<file path="src/rtl/io_bus_pkg.sv">
// Shared types and constants for the I/O bus initiator.
// The parked address must never decode to a peripheral.
package io_bus_pkg;

  typedef enum logic [1:0] {
    IDLE,
    BUS,
    WAIT,
    RESP
  } bus_init_state_t;

  localparam logic [15:0] IDLE_ADDRESS = 16'hFFFF;

endpackage

</file>
<file path="src/rtl/bus_initiator.sv">
// Single-command bus initiator: drives one bus access at a time,
// waits for the directional acknowledge or a timeout, then responds.
module bus_initiator
  import io_bus_pkg::*;
#(
  parameter int address_width = 16,
  parameter int data_width = 8,
  parameter logic [address_width-1:0] IdleAddress = IDLE_ADDRESS,
  parameter int TimeoutCycles = 16
) (
  input  logic                     clk_i,
  input  logic                     reset_i,
  input  logic                     cmd_valid_i,
  output logic                     cmd_ready_o,
  input  logic                     cmd_write_i,
  input  logic [address_width-1:0] cmd_addr_i,
  input  logic [data_width-1:0]    cmd_wdata_i,
  output logic                     rsp_valid_o,
  input  logic                     rsp_ready_i,
  output logic [data_width-1:0]    rsp_rdata_o,
  output logic                     rsp_error_o,
  output logic [address_width-1:0] address_o,
  output logic [data_width-1:0]    data_o,
  output logic                     rd_wr_o,
  input  logic [data_width-1:0]    data_i,
  input  logic                     take_controlr_i,
  input  logic                     take_controlw_i,
  output logic                     busy_o
);

  localparam int CW = $clog2(TimeoutCycles + 1);
  localparam logic [CW-1:0] TO_LAST = CW'(TimeoutCycles - 1);

  bus_init_state_t state_q, state_d;
  logic [CW-1:0] cnt_q, cnt_d;
  logic [address_width-1:0] address_q, address_d;
  logic [data_width-1:0] data_q, data_d;
  logic rd_wr_q, rd_wr_d;
  logic rsp_valid_q, rsp_valid_d;
  logic [data_width-1:0] rsp_rdata_q, rsp_rdata_d;
  logic rsp_error_q, rsp_error_d;
  logic ack;

  // The bus registers double as the captured command while busy.
  always_comb begin
    state_d = state_q;
    cnt_d = cnt_q;
    address_d = address_q;
    data_d = data_q;
    rd_wr_d = rd_wr_q;
    rsp_valid_d = rsp_valid_q;
    rsp_rdata_d = rsp_rdata_q;
    rsp_error_d = rsp_error_q;
    ack = rd_wr_q ? take_controlw_i : take_controlr_i;
    unique case (state_q)
      IDLE: begin
        if (cmd_valid_i) begin
          state_d = BUS;
          cnt_d = '0;
          address_d = cmd_addr_i;
          data_d = cmd_wdata_i;
          rd_wr_d = cmd_write_i;
        end
      end
      BUS: begin
        state_d = WAIT;
      end
      WAIT: begin
        if (ack || cnt_q == TO_LAST) begin
          state_d = RESP;
          rsp_valid_d = 1'b1;
          rsp_error_d = !ack;
          rsp_rdata_d = (ack && !rd_wr_q) ? data_i : '0;
          address_d = IdleAddress;
          data_d = '0;
          rd_wr_d = 1'b0;
        end else begin
          cnt_d = cnt_q + CW'(1);
        end
      end
      RESP: begin
        if (rsp_ready_i) begin
          state_d = IDLE;
          rsp_valid_d = 1'b0;
        end
      end
      default: begin
        state_d = IDLE;
      end
    endcase
  end

  always_ff @(posedge clk_i) begin
    if (reset_i) begin
      state_q <= IDLE;
      cnt_q <= '0;
      address_q <= IdleAddress;
      data_q <= '0;
      rd_wr_q <= 1'b0;
      rsp_valid_q <= 1'b0;
      rsp_rdata_q <= '0;
      rsp_error_q <= 1'b0;
    end else begin
      state_q <= state_d;
      cnt_q <= cnt_d;
      address_q <= address_d;
      data_q <= data_d;
      rd_wr_q <= rd_wr_d;
      rsp_valid_q <= rsp_valid_d;
      rsp_rdata_q <= rsp_rdata_d;
      rsp_error_q <= rsp_error_d;
    end
  end

  assign cmd_ready_o = (state_q == IDLE);
  assign busy_o = (state_q != IDLE);
  assign rsp_valid_o = rsp_valid_q;
  assign rsp_rdata_o = rsp_rdata_q;
  assign rsp_error_o = rsp_error_q;
  assign address_o = address_q;
  assign data_o = data_q;
  assign rd_wr_o = rd_wr_q;

endmodule

</file>
<file path="config.mk">
export PLATFORM = sky130hd
export DESIGN_NAME = bus_initiator
export DESIGN_NICKNAME = d
export VERILOG_FILES = /design/src/rtl/io_bus_pkg.sv /design/src/rtl/bus_initiator.sv
export SDC_FILE = /design/constraint.sdc
export NUM_CORES = 1
export LEC_CHECK = 0
export BUFFER_PORTS_ARGS = -buffer_cell sky130_fd_sc_hd__buf_2
export CORE_MARGIN = 3
export CORE_UTILIZATION = 42
export DETAILED_ROUTE_END_ITERATION = 6
export GPL_TIMING_DRIVEN = 0
export HOLD_SLACK_MARGIN = 0.08
export PLACE_DENSITY = 0.87
export SLEW_MARGIN = 20
export SYNTH_ARGS = -nofsm -noshare
export SYNTH_HDL_FRONTEND = slang
export SYNTH_SLANG_ARGS = --single-unit
</file>
<file path="constraint.sdc">
create_clock -name clk_i -period 1.7 [get_ports clk_i]
set_input_delay 0 -clock clk_i [delete_from_list [all_inputs] [get_ports clk_i]]
set_output_delay 0 -clock clk_i [all_outputs]
set_load 0.01 [all_outputs]
</file>
# Yosys cells after proc, flatten, opt, wreduce, memory -nomap -nowiden
# Index checks and enable logic that the tools add are counted.
[op_classes] add_sub_neg=1 n_eq_ne=8 n_mux=21 reduce_logical=13
[ops] op="$mux 16" n=2
[ops] op="$pmux 16 s2" n=1
[ops] op="$mux 8" n=3
[ops] op="$pmux 8 s2" n=1
[ops] op="$reduce_and 3->1" n=4
[ops] op="$mux 5" n=2
[ops] op="$pmux 5 s2" n=1
[ops] op="$ne 2x2->1 const B" n=4
[ops] op="$pmux 2 s4" n=1
[ops] op="$mux 2" n=3
[ops] op="$reduce_bool 2->1" n=3
[ops] op="$add 5x1->5 const B" n=1
[ops] op="$eq 5x4->1 const B" n=1
[ops] op="$mux 1" n=5
[ops] op="$eq 2x2->1 const B" n=2
[ops] op="$pmux 1 s2" n=2
[ops] op="$eq 2x1->1 const B" n=1
[ops] op="$logic_not 1->1" n=2
[ops] op="$logic_not 2->1" n=1
[ops] op="$reduce_and 2->1" n=1
[ops] op="$logic_and 1x1->1" n=1
[ops] op="$logic_or 1x1->1" n=1
[word_totals] ff_bits=42 input_bits=39 output_inout_bits=37 elab_cells=51

# Logic depth before layout (Yosys ltp)
[logic_depth] word_depth=4 mapped_depth=8 ltp_nobuf=7

# Least setup slack after synthesis
# OpenSTA, ideal clock, no wires.
[synth_path] kind="reg-to-reg" startpoint="reg cnt_q[0]" endpoint="reg address_q[10] (netlist: address_o[10])" setup_time_ps=117 arrival_time_ps=1697 required_ps=1583 path_slack_ps=-114 path_stages_with_launch=9 period_less_slack_ps=1814 path_cell_list="dfxtp_1 ha_1 and3_1 ha_1 nor2b_1 a21boi_4 buf_4 o22ai_1 nand2b_1"
[synth_between] elab_chain_len=4
[synth_rtl] element="start, declared" line="bus_initiator.sv:35" rtl="logic [CW-1:0] cnt_q, cnt_d;"
[synth_rtl] element="start signal, assigned" line="bus_initiator.sv:105" rtl="cnt_q <= cnt_d;"
[synth_rtl] element="$eq 5x4->1" line="bus_initiator.sv:69" rtl="if (ack || cnt_q == TO_LAST) begin"
[synth_rtl] element="$logic_or 1x1->1" line="bus_initiator.sv:69"
[synth_rtl] element="$ne 2x2->1 (no line)"
[synth_rtl] element="$reduce_and 3->1 (no line)"
[synth_rtl] element="end signal, assigned" line="bus_initiator.sv:97" rtl="address_q <= IdleAddress;"
[synth_rtl] element="end signal, assigned" line="bus_initiator.sv:106" rtl="address_q <= address_d;"
[synth_rtl] element="end, declared" line="bus_initiator.sv:36" rtl="logic [address_width-1:0] address_q, address_d;"
# No other way between the ends.
# A chain may end at the register's enable or synchronous reset.

# Worst setup path in the final report
[layout_path] startpoint="reg cnt_q[1]" endpoint="reg state_q[1]"
[layout_between] elab_chain_len=4
[layout_rtl] element="$eq 5x4->1" line="bus_initiator.sv:69"
[layout_rtl] element="$logic_or 1x1->1" line="bus_initiator.sv:69"
[layout_rtl] element="$ne 2x2->1 (no line)"
[layout_rtl] element="$reduce_and 3->1 (no line)"
[layout_rtl] element="end signal, assigned" line="bus_initiator.sv:104" rtl="state_q <= state_d;"
[layout_rtl] element="end, declared" line="bus_initiator.sv:34" rtl="bus_init_state_t state_q, state_d;"
# No other way between the ends.

==> flow_summary_export.csv <==
group,metric,value,unit
worst_setup_path,setup.worst_path.class,"reg -> reg",
worst_setup_path,rr_startpoint,"cnt_q[1]$_SDFFE_PP0P_",
layout,area_growth,66.7,%
job,drv_cap,0,
layout,diodes,0,
worst_setup_path,r2r_cells,7,
cts,clockRootBuffer,"clkbuf_8",
logic_synthesis,syn_nets,233,
drt,routed_wl,5.84,mm
global_route,grt_pass1_wl,8.89,mm
floorplan,initial_core_util,0.441,
global_route,grt_pass1_vias,1945,
drt,drtAntennaViolNets,0,
status,status,"finished, final reports clean",
hold_path,worst_hold_path.num_cells,3,
sta,rsz0062_at_grt,"true",
logic_synthesis,ys_seq_area_frac,0.470,
floorplan,pin_count,76,
placement,place_congestion,0.833,
logic_synthesis,yosysTopAreaCellShare,0.470,
drt,dr_total_vias,1939,
logic_synthesis,synth_top_area_cell,"dfxtp_1",
drt,drt_iter0_markers,104,
drt,via_per_inst,5.25,
placement,place_inst,313,
drt,first_pass_iters,4,
floorplan,die_area,5080,um2
worst_setup_path,cp_common_cell,"ha_4",
hold_path,hp-class,"in -> reg",
sta,setup_violations,0,
layout,nets,363,
power,max-vdd-ir-drop,0.710,mV
layout,drive_gt1_frac,0.436,
logic_synthesis,yosys_warnings,0,
logic_synthesis,synth_cells,188,
global_route,grt-ovfl-total,0,
floorplan,dieWidth,71.3,um
logic_synthesis,synth.distinct_cells,36,
worst_setup_path,startpoint_type,"register",
logic_synthesis,yosys_most_used_dff,"dfxtp_1",
layout,layout_common_cells,"buf_2, dfxtp_1, dlygate4sd3_1",
layout,seq_area,847,um2
worst_setup_path,crit_chain,"ha_4 -> and3_4 -> ha_4 -> nor2b_4 -> a221oi_4 -> mux2i_1 -> nor2_1",
worst_setup_path,reg2reg_to,"state_q[1]$_SDFFE_PP0P_",
logic_synthesis,avgSynthCellArea,9.52,um2
sta,finClkSkew,11.8,ps
floorplan,die_h,71.3,um
placement,dp_hpwl,3.35,mm
cts,clock_path_buffers,2,
worst_setup_path,path_max_fanout,7,
sta,slew_viol_final,0,
drt,drc,0,
placement,placed_area,2240,um2
global_route,grt_antenna_before_repair,0,
cts,ctsHtreeMaxLevel,2,
sta,period_minus_slack,1690,ps
placement,place_ws,-237,ps
placement,portBuffers,75,
logic_synthesis,ys_seq_elements,42,
layout,finalInstanceArea,2980,um2
power,p_leak,1.26,nW
sta,fmax,0.592,GHz
global_route,grt_max_degree,15,
power,powerDensity,1170,nW/um2
layout,layout.cells.non_filler,369,
cts,cts_tree,"yes",
sta,worst_pin_slew,920,ps
sta,fin_ws,9.70,ps
sta,timing.final.crit_share,0.994,
cts,cts.sinks,42,
logic_synthesis,yosys-top-cells-area,"dfxtp_1, nand2b_1, o22ai_1",
layout,n_fill_cell,249,
worst_setup_path,slowest_delay,380,ps
logic_synthesis,synth_edf_count,0,
worst_setup_path,cp.required,1880,ps
cts,clk_pin_slew,80,ps
worst_setup_path,cp_slowest_cell,"dfxtp_2",
sta,slew_headroom,0.386,
drt,wl_per_cell,15.8,um
cts,numCtsBuffers,5,
floorplan,core.rowCount,23,
sta,hold_viol,0,
floorplan,core_area,4060,um2
logic_synthesis,synth-async-reset-ratio,0,
worst_setup_path,arrival,1870,ps
logic_synthesis,netlist_area,1790,um2
layout,final_common_cell,"buf_2",
hold_path,hold_path.startpoint,"reset_i",
layout,multi_input_area,1060,um2
worst_setup_path,r2r_slack,10,ps
hold_path,whs_endpoint,"cnt_q[4]$_SDFFE_PP0P_",
cts,clock_latency,300,ps
global_route,grt_usage,0.216,
worst_setup_path,cp-end-kind,"register",
[per-layer routing]
layer	global-route usage	up-vias	wire length (um)
met1	0.255	911	2250
met5	0	-	0
met3	0.0519	14	361
li1	-	934	-
met2	0.388	80	3110
met4	0.0585	0	126
[synthesized netlist by cell type, types with 2 or more instances]
| cell type | number |
|---|---|
| inv_1 | 6 |
| nand3_1 | 9 |
| buf_4 | 2 |
| o22ai_1 | 17 |
| clkbuf_1 | 6 |
| nor2b_1 | 2 |
| o21ai_1 | 10 |
| and3_1 | 2 |
| a211oi_1 | 2 |
| o21ai_0 | 4 |
| ha_1 | 6 |
| nor2_1 | 14 |
| dfxtp_1 | 42 |
| mux2i_1 | 2 |
| mux2_2 | 2 |
| a22oi_1 | 9 |
| nand2b_1 | 26 |
| a21oi_1 | 5 |
| nand2_1 | 5 |
[worst max-delay path by stage]
stage                                 start                     endpoint  slack [ps]  cells past startpoint
finish                cnt_q[1]$_SDFFE_PP0P_      state_q[1]$_SDFFE_PP0P_          10                      7
global route          cnt_q[1]$_SDFFE_PP0P_      state_q[1]$_SDFFE_PP0P_         -50                      7
CTS                   cnt_q[1]$_SDFFE_PP0P_  rsp_rdata_o[6]$_SDFFE_PP0P_           1                      8
detailed placement  state_q[0]$_SDFFE_PP0P_    address_o[3]$_SDFFE_PP1P_        -240                      8
global placement    state_q[0]$_SDFFE_PP0P_    address_o[8]$_SDFFE_PP1P_        -160                      8
floorplan             cnt_q[0]$_SDFFE_PP0P_   address_o[10]$_SDFFE_PP1P_          20                      8
[state kept, by name, summed over array words and instances, names as in the netlist]
| register | flops |
|---|---|
| address_o | 16 |
| state_q | 2 |
| data_o | 8 |
| rd_wr_o | 1 |
| rsp_valid_o | 1 |
| rsp_error_o | 1 |
| rsp_rdata_o | 8 |
| cnt_q | 5 |
[repair_timing]
item                                    in CTS  in global routing
pin swaps                                    3                  5
hold endpoints to repair                    34                  0
endpoints found under the setup margin      35                 40
setup buffers                                5                  9
gates resized for setup                     15                 28
hold buffers                                34                  0
cloned                                       1                  1
[per-stage QoR]
stage / util / hold WS (ps) / power [W] / setup TNS (ps)
2_1_floorplan: - / 137 / 0.00197 / 0
3_3_place_gp: 0.551 / 222 / 0.00229 / -2410
3_5_place_dp: 0.551 / 232 / 0.00233 / -3560
4_1_cts: 0.685 / 89.8 / 0.00317 / 0
5_1_grt: 0.735 / 110 / 0.00368 / -315
6_report: 0.735 / 103 / 0.00350 / 0
[where the power goes]
part	internal [W]	leakage, nW	switching (W)
clock network	0.000289	0.0483	0.000353
registers	0.00114	0.345	0.000117
logic	0.000776	0.870	0.000830
[layout make-up]
cell class	count	area share
multi-input cells	130	0.354
repair buffers	125	0.288
flip-flops and latches	42	0.284
clock buffers	5	0.0231
well taps	50	0.0210
plain buffers	7	0.0143
inverters	7	0.00964
clock inverters	3	0.00629
[kinds of logic (layout without fill, tap and decap cells)]
| kind of cell | count (synthesis) | after routing | share of synthesized area |
|---|---|---|---|
| AND/OR/NAND/NOR | 64 | 64 | 0.197 |
| AO/OA/AOI/OAI | 55 | 55 | 0.217 |
| flip-flops | 42 | 42 | 0.470 |
| buffers and inverters | 16 | 147 | 0.0384 |
| adder cells (fa/ha/maj) | 6 | 6 | 0.0419 |
| multiplexers | 5 | 5 | 0.0363 |
[worst max-delay path, delay by kind of cell (launching register included)]
family                     cells  cell delay, ps
DFF                            1             380
muxes                          1             250
and+or+nand+nor                3             320
AOI/OAI and AO/OA              1             290
adders and majority gates      2             340
(Power assumes the default switching activity.)
